<file path="src/rtl/bound_line_sched.sv">
// bound_line_sched: write/read scheduler for a KSZ-line border-replicating line buffer.
// The write side stores up to IH lines of IW pixels into NL circular line slots.
// The read side replays OH padded lines, one per H_TOTAL clocks, replicating the
// first and last source lines PAD times. Optional feature macro:
// BOUND_SCHED_OVR_CNT_EN adds ovr_cnt[7:0], a saturating dropped-frame counter.
module bound_line_sched #(
    parameter int KSZ     = 5,
    parameter int IW      = 4,
    parameter int IH      = 2,
    parameter int H_TOTAL = 6,
    localparam int PAD    = (KSZ - 1) / 2,
    localparam int NL     = PAD + 2,
    localparam int AW     = $clog2(NL * IW),
    localparam int OH     = IH + 2 * PAD
) (
    input  logic          clk,
    input  logic          rst,
    input  logic          din_vsync,
    input  logic          din_hsync,
    output logic          wr_en,
    output logic [AW-1:0] wr_addr,
    output logic          rd_en,
    output logic [AW-1:0] rd_addr,
    output logic          dout_vsync,
    output logic          dout_hsync,
    output logic          ovr_err
`ifdef BOUND_SCHED_OVR_CNT_EN
    ,
    output logic [7:0]    ovr_cnt
`endif
);

    localparam int CW = $clog2(IW + 1);
    localparam int LW = $clog2(IH + 1);
    localparam int PW = $clog2(H_TOTAL + 1);
    localparam int SW = $clog2(OH + 2);
    localparam logic [CW-1:0] IW_C     = CW'(IW);
    localparam logic [LW-1:0] IH_C     = LW'(IH);
    localparam logic [PW-1:0] PH_LAST  = PW'(H_TOTAL - 1);
    localparam logic [PW-1:0] PH_IW    = PW'(IW);
    localparam logic [PW-1:0] PH_IW_M1 = PW'(IW - 1);
    localparam logic [SW-1:0] SLOT_OH  = SW'(OH);

    typedef enum logic [1:0] {IDLE, ACQ, RUN} state_t;

    state_t          state_reg, state_next;
    logic            vsync_d_reg, hsync_d_reg;
    logic            wr_act_reg, wr_act_next;
    logic [LW-1:0]   line_reg, line_next;
    logic [CW-1:0]   col_reg, col_next;
    logic [PW-1:0]   ph_reg, ph_next;
    logic [SW-1:0]   slot_reg, slot_next;
    logic            wr_en_reg, wr_en_next;
    logic [AW-1:0]   wr_addr_reg, wr_addr_next;
    logic            rd_en_reg, rd_en_next;
    logic [AW-1:0]   rd_addr_reg, rd_addr_next;
    logic            dv_reg, dv_next;
    logic            dh_reg, dh_next;
    logic            ovr_reg, ovr_next;
`ifdef BOUND_SCHED_OVR_CNT_EN
    logic [7:0]      cnt_reg, cnt_next;
`endif

    logic vs_rise, vs_fall, hs_fall, last_rd;

    // Ring-buffer address of a pixel: line slot times width plus column.
    function automatic logic [AW-1:0] line_addr(input int line, input int col);
        return AW'(((line % NL) * IW) + col);
    endfunction

    // Source line for padded output line j, replicating the image borders.
    function automatic int src_line(input int j);
        int s;
        s = j - PAD;
        if (s < 0)
            s = 0;
        else if (s > IH - 1)
            s = IH - 1;
        return s;
    endfunction

    assign vs_rise = din_vsync & ~vsync_d_reg;
    assign vs_fall = ~din_vsync & vsync_d_reg;
    assign hs_fall = hsync_d_reg & ~din_hsync;
    assign last_rd = (slot_reg == SLOT_OH) && (ph_reg == PH_IW_M1);

    // Next-state, counter and registered-output logic for both sides.
    always_comb begin
        state_next   = state_reg;
        wr_act_next  = wr_act_reg;
        line_next    = line_reg;
        col_next     = col_reg;
        ph_next      = ph_reg;
        slot_next    = slot_reg;
        ovr_next     = ovr_reg;
        wr_en_next   = 1'b0;
        wr_addr_next = wr_addr_reg;
        rd_en_next   = 1'b0;
        rd_addr_next = rd_addr_reg;
        dv_next      = (state_reg == RUN) && (slot_reg != '0);
        dh_next      = rd_en_reg;
`ifdef BOUND_SCHED_OVR_CNT_EN
        cnt_next     = cnt_reg;
`endif

        // Write side: only the frame that started this run, clipped to IW x IH.
        if (state_reg != IDLE) begin
            wr_en_next = wr_act_reg && din_vsync && din_hsync &&
                         (col_reg < IW_C) && (line_reg < IH_C);
            if (wr_en_next)
                wr_addr_next = line_addr(int'(line_reg), int'(col_reg));
            if (!din_hsync)
                col_next = '0;
            else if (col_reg < IW_C)
                col_next = col_reg + CW'(1);
            if (hs_fall && (line_reg < IH_C))
                line_next = line_reg + LW'(1);
        end

        case (state_reg)
            IDLE: begin
                if (vs_rise) begin
                    state_next  = ACQ;
                    wr_act_next = 1'b1;
                    line_next   = '0;
                    col_next    = '0;
                end
            end
            ACQ: begin
                if (din_hsync) begin
                    state_next = RUN;
                    ph_next    = '0;
                    slot_next  = '0;
                end
            end
            RUN: begin
                if (last_rd) begin
                    state_next = IDLE;
                end else if (ph_reg == PH_LAST) begin
                    ph_next   = '0;
                    slot_next = slot_reg + SW'(1);
                end else begin
                    ph_next = ph_reg + PW'(1);
                end
            end
            default: state_next = IDLE;
        endcase

        // A new frame arriving while busy is dropped and flagged.
        if (vs_rise && (state_reg != IDLE)) begin
            ovr_next    = 1'b1;
            wr_act_next = 1'b0;
`ifdef BOUND_SCHED_OVR_CNT_EN
            if (cnt_reg != 8'hFF)
                cnt_next = cnt_reg + 8'd1;
`endif
        end
        if (vs_fall)
            wr_act_next = 1'b0;

        // Read side: line period 0 is acquisition, periods 1..OH are output slots.
        if ((state_next == RUN) && (slot_next != '0) && (slot_next <= SLOT_OH) &&
            (ph_next < PH_IW)) begin
            rd_en_next   = 1'b1;
            rd_addr_next = line_addr(src_line(int'(slot_next) - 1), int'(ph_next));
        end
    end

    // State and output registers; vsync history resets high so a frame already
    // in progress at reset release is not mistaken for a new one.
    always_ff @(posedge clk) begin
        if (rst) begin
            state_reg   <= IDLE;
            vsync_d_reg <= 1'b1;
            hsync_d_reg <= 1'b0;
            wr_act_reg  <= 1'b0;
            line_reg    <= '0;
            col_reg     <= '0;
            ph_reg      <= '0;
            slot_reg    <= '0;
            wr_en_reg   <= 1'b0;
            wr_addr_reg <= '0;
            rd_en_reg   <= 1'b0;
            rd_addr_reg <= '0;
            dv_reg      <= 1'b0;
            dh_reg      <= 1'b0;
            ovr_reg     <= 1'b0;
`ifdef BOUND_SCHED_OVR_CNT_EN
            cnt_reg     <= 8'd0;
`endif
        end else begin
            state_reg   <= state_next;
            vsync_d_reg <= din_vsync;
            hsync_d_reg <= din_hsync;
            wr_act_reg  <= wr_act_next;
            line_reg    <= line_next;
            col_reg     <= col_next;
            ph_reg      <= ph_next;
            slot_reg    <= slot_next;
            wr_en_reg   <= wr_en_next;
            wr_addr_reg <= wr_addr_next;
            rd_en_reg   <= rd_en_next;
            rd_addr_reg <= rd_addr_next;
            dv_reg      <= dv_next;
            dh_reg      <= dh_next;
            ovr_reg     <= ovr_next;
`ifdef BOUND_SCHED_OVR_CNT_EN
            cnt_reg     <= cnt_next;
`endif
        end
    end

    assign wr_en      = wr_en_reg;
    assign wr_addr    = wr_addr_reg;
    assign rd_en      = rd_en_reg;
    assign rd_addr    = rd_addr_reg;
    assign dout_vsync = dv_reg;
    assign dout_hsync = dh_reg;
    assign ovr_err    = ovr_reg;
`ifdef BOUND_SCHED_OVR_CNT_EN
    assign ovr_cnt    = cnt_reg;
`endif

endmodule
</file>
<file path="config.mk">
export PLATFORM = sky130hd
export DESIGN_NAME = bound_line_sched
export DESIGN_NICKNAME = d
export VERILOG_FILES = /design/src/rtl/bound_line_sched.sv
export SDC_FILE = /design/constraint.sdc
export NUM_CORES = 1
export LEC_CHECK = 0
export CORE_ASPECT_RATIO = 1.75
export CORE_MARGIN = 2
export CORE_UTILIZATION = 55
export CTS_CLUSTER_SIZE = 30
export DETAILED_ROUTE_END_ITERATION = 10
export PLACE_DENSITY = 0.8
export SLEW_MARGIN = 20
export SYNTH_ARGS = -nofsm -noshare
export SYNTH_HDL_FRONTEND = slang
export SYNTH_SLANG_ARGS = --single-unit
</file>
<file path="constraint.sdc">
create_clock -name clk -period 3.8 [get_ports clk]
set_input_delay 0.76 -clock clk [delete_from_list [all_inputs] [get_ports clk]]
set_output_delay 0.76 -clock clk [all_outputs]
set_load 0.005 [all_outputs]
</file>
==> run summary <==
The flow ran to the end, and the final reports show no timing, DRC or antenna violations. Counting the buffers created by CTS gives 5. The mean number of vias per cell came out at 5.66. The share of cells above drive strength 1 was 13.3%. Setup violations remaining at the end of the flow were counted as 0. For this design, the CTS-stage hold fixing added 0 buffers. The tools report the top-level I/O count as 17. The class of the tightest hold or removal check is reg2reg.

Counting distinct cell types in the post-synthesis netlist gives 46. Entering global routing, the biggest net connects 28 pins. Summing internal, switching and leakage power gives 0.722 mW.

In this run the vertical extent of the chip is 72.7 um. The initialized floorplan defines 24 standard-cell rows. The total negative setup slack was 0 ps. The clock drives 29 sinks. The total wirelength of the detailed-routed design is 3.09 mm, and the number of antenna violations at the first check in global routing is 0. Input and output buffers added on the ports amount to 16. For the switching power summed over all nets, the log shows 0.140 mW. Summed over all layers, the global routing overflow is 0. The average wire per standard cell is 14.9 um.

Setup repair after global routing left no endpoint under its margin. For hold timing, the worst endpoint is dout_hsync. The run gives 0.710 nW as the static leakage.

The largest individual stage delay along the critical path comes from the cell sky130_fd_sc_hd__clkdlybuf4s50_1. Once the clock tree was built, the resizer swapped 0 gates to a different size. Number of remaining DRC errors: 0. Synthesized netlist net count: 175. Yosys attributes the largest share of cell area to sky130_fd_sc_hd__dfxtp_1 39%, sky130_fd_sc_hd__ha_1 11%, sky130_fd_sc_hd__nor2_1 5.1%. The clock-pin transition on the worst setup and hold timing paths was 70 ps.

For the worst-skew pair, the clock arrives at the later sink with an insertion delay of 280 ps. Net switching is 19.4% of the power. The dominant synthesized flop cell is sky130_fd_sc_hd__dfxtp_1. Along the worst path, the maximum fanout reaches 7.

The critical path goes through clkdlybuf4s50_1 > nand2b_1 > a21oi_1 > a211oi_2 > and2_2 > ha_1 > a2111oi_2 > o311ai_4 > mux2_4. The Yosys step of the flow raised 0 warnings. For the worst setup path, the data required time is 3960 ps. The tool flagged a number of max-cap violations equal to 0. The logs give 2520 sq um for the area of the core and 43.0% for the share of total power in sequential cells. The tools report the final hold violation count as 0.

From synthesis to final layout, the design area changed by 22.0%. sky130_fd_sc_hd__dfxtp_1 takes more of the synthesized area than any other cell. The floorplan step defined a die boundary enclosing 3140 sq um. Maximum ir drop on the vdd rail: 0.000348 V. The number of flops mapped to enable cells by yosys is 0.

TritonCTS built the clock tree. The number of nets still failing antenna checks after routing is 0. In this run the most used layer during global routing was met2. The tools report the total placed cells including tap cells as 199. For met3 alone, demand over resource in global routing was 6.68%.

The sum of buffers and inverters on the critical path works out to 1. Floorplan die width: 43.2 um. For the worst setup path, the data arrival time is 3220 ps. The worst hold path begins at rd_en. Static timing analysis puts the maximum clock frequency at 0.328 GHz.

The logs give 5.0% for the part of the power in combinational logic and 207 for the final cell count without fillers. Global routing used 41.5% of the available met2 tracks. For the final database, setup skew stands at 6.27 ps. The detailed-routing iteration count for the pre-antenna-repair pass is 4, and the sequential share of the synthesized area is 39.2%. The category of the most critical setup path is in2reg. The global routing usage summed across all routing layers is 22.1%. The cell class contributing the biggest share of worst-path delay was compound AO/OA/AOI/OAI gates.

The tools report the detailed-placement wirelength estimate as 2.40 mm. The mean instance size in the synthesized netlist was 9.38 sq um; the final cell utilization of the core was 71.7%. Power spread over the standard cell area amounts to 399 nW/um^2. The internal portion of the total power is 0.582 mW. The routed via count was 1172; the initial core utilization was 58.7%. Counting flops with an async set or reset pin after synthesis yields a share of 0%. By instance count, the leading cell after synthesis is sky130_fd_sc_hd__dfxtp_1. The tools report the final net count as 197. The number of stages on the worst hold path works out to 1. The commonest cells after synthesis are 29 x sky130_fd_sc_hd__dfxtp_1, 20 x sky130_fd_sc_hd__nor2_1, 13 x sky130_fd_sc_hd__ha_1, 12 x sky130_fd_sc_hd__a21oi_1, 10 x sky130_fd_sc_hd__inv_1.

The tools report the critical path endpoint category as a flop. STA classifies the critical path startpoint as an input pin. The setup slack of the most critical reg-to-reg path was 810 ps. The first global-routing pass estimated 5.13 mm of wire.

The delay of the slowest cell on the worst path came out at 510 ps. The root buffer cell chosen for the clock tree is sky130_fd_sc_hd__clkbuf_8. The share of total power dissipated in the clock network is 52.0%. The setup fix buffers added after clock tree synthesis came out at 0. The tools report the worst reg2reg path endpoint as rd_addr[1]. The run gives 158 as the post-synthesis instance total. Synthesis inferred 29 register bits. Routability-driven placement finished with a final weighted congestion of 0.937. The count of final max-slew check failures was 0. The clock period could shrink to 3050 ps. The slew at the pin closest to its max-slew limit came out at 885 ps. In this run the critical register-to-register path is launched from ph_reg[0]. The worst-case headroom to the max-slew limit is 40.8%, and the count of inserted antenna diode cells is 0. The number of H-tree levels was 2; the logic depth of the worst register-to-register path was 10. The cell area that synthesis handed to floorplanning was 1480 sq um. In this run the deepest clock path goes through 2 buffers. In the finished design, the share of the clock period the worst path needs comes to 80.3%. Global routing consumed, on the met1 layer, 20.3% of the routing resources. After the first detailed-routing iteration, the DRC count stood at 26. Summed over its instances, the top area cell type makes up 39.2% of the synthesized netlist area. The run gives 1183 as the number of global-route vias before repair.
==> power by group through the flow <==
stage	registers, mW	logic [mW]	clock network (mW)
floorplan	0.316	0.0255	0
global placement	0.317	0.0349	0
detailed placement	0.317	0.0361	0
CTS	0.310	0.0361	0.382
global route	0.311	0.0402	0.394
finish	0.310	0.0361	0.375
==> per-stage QoR <==
| stage | area (sq um) | setup slack [ps] | hold slack [ps] |
|---|---|---|---|
| 3_5_place_dp | 1670 | 470 | 457 |
| 6_report | 1810 | 748 | 455 |
| 3_3_place_gp | 1670 | 554 | 445 |
| 5_1_grt | 1810 | 607 | 470 |
| 4_1_cts | 1810 | 753 | 460 |
| 2_1_floorplan | 1480 | 912 | 440 |
==> logic make-up (layout without fill, tap and decap cells) <==
group,after synthesis,after routing,synth area share (%)
xor gates and xnor gates,1,1,0.591
and+or+nand+nor,62,62,22.7
muxes,8,8,6.08
DFF,29,29,39.2
adders and majority gates,13,13,11.0
buffers and inverters,14,37,4.05
AOI/OAI and AO/OA,31,31,16.4
==> final cells by class <==
class	instances	area [sq um]
fill	202	714
tap	26	32.5
clock buffer	5	68.8
sequential	29	581
multi-input combinational	115	841
inverter	10	37.5
clock inverter	3	65.1
timing repair buffer	19	183
==> layout by cell type (no fill, tap or decap), types with 2 or more instances in the layout <==
cell type | netlist | final
sky130_fd_sc_hd__bufinv_16 | 0 | 2
sky130_fd_sc_hd__nor2b_1 | 5 | 5
sky130_fd_sc_hd__buf_4 | 0 | 3
sky130_fd_sc_hd__nand3b_1 | 2 | 2
sky130_fd_sc_hd__clkdlybuf4s50_1 | 0 | 16
sky130_fd_sc_hd__nor3_1 | 3 | 3
sky130_fd_sc_hd__mux2_4 | 2 | 2
sky130_fd_sc_hd__dfxtp_1 | 29 | 29
sky130_fd_sc_hd__clkbuf_8 | 0 | 5
sky130_fd_sc_hd__nand2b_1 | 8 | 8
sky130_fd_sc_hd__inv_1 | 10 | 10
sky130_fd_sc_hd__nand3_1 | 2 | 2
sky130_fd_sc_hd__o21ai_0 | 3 | 3
sky130_fd_sc_hd__a21oi_1 | 12 | 12
sky130_fd_sc_hd__nor2_1 | 20 | 20
sky130_fd_sc_hd__or2_2 | 2 | 2
sky130_fd_sc_hd__nand2_1 | 8 | 8
sky130_fd_sc_hd__o211ai_1 | 2 | 2
sky130_fd_sc_hd__mux2i_1 | 6 | 6
sky130_fd_sc_hd__ha_1 | 13 | 13
==> worst max path at each step <==
stage / start / end / slack [ps] / depth (start not counted)
final: din_hsync / rd_addr[1] / 750 / 9
after global routing: ph_reg[2] / rd_addr[1] / 610 / 10
after CTS: din_hsync / rd_addr[1] / 750 / 9
after detailed placement: din_hsync / rd_addr[0] / 470 / 9
after global placement: din_hsync / rd_addr[1] / 550 / 9
after floorplan: ph_reg[0] / rd_addr[0] / 910 / 11
==> layer usage <==
layer | share of wire, % | wire length [um]
met1 | 36 | 1130
met4 | 4.0 | 124
met3 | 2.7 | 84
met5 | 0 | 0
met2 | 57 | 1750
No activity file was read; power rests on OpenSTA's default activity.
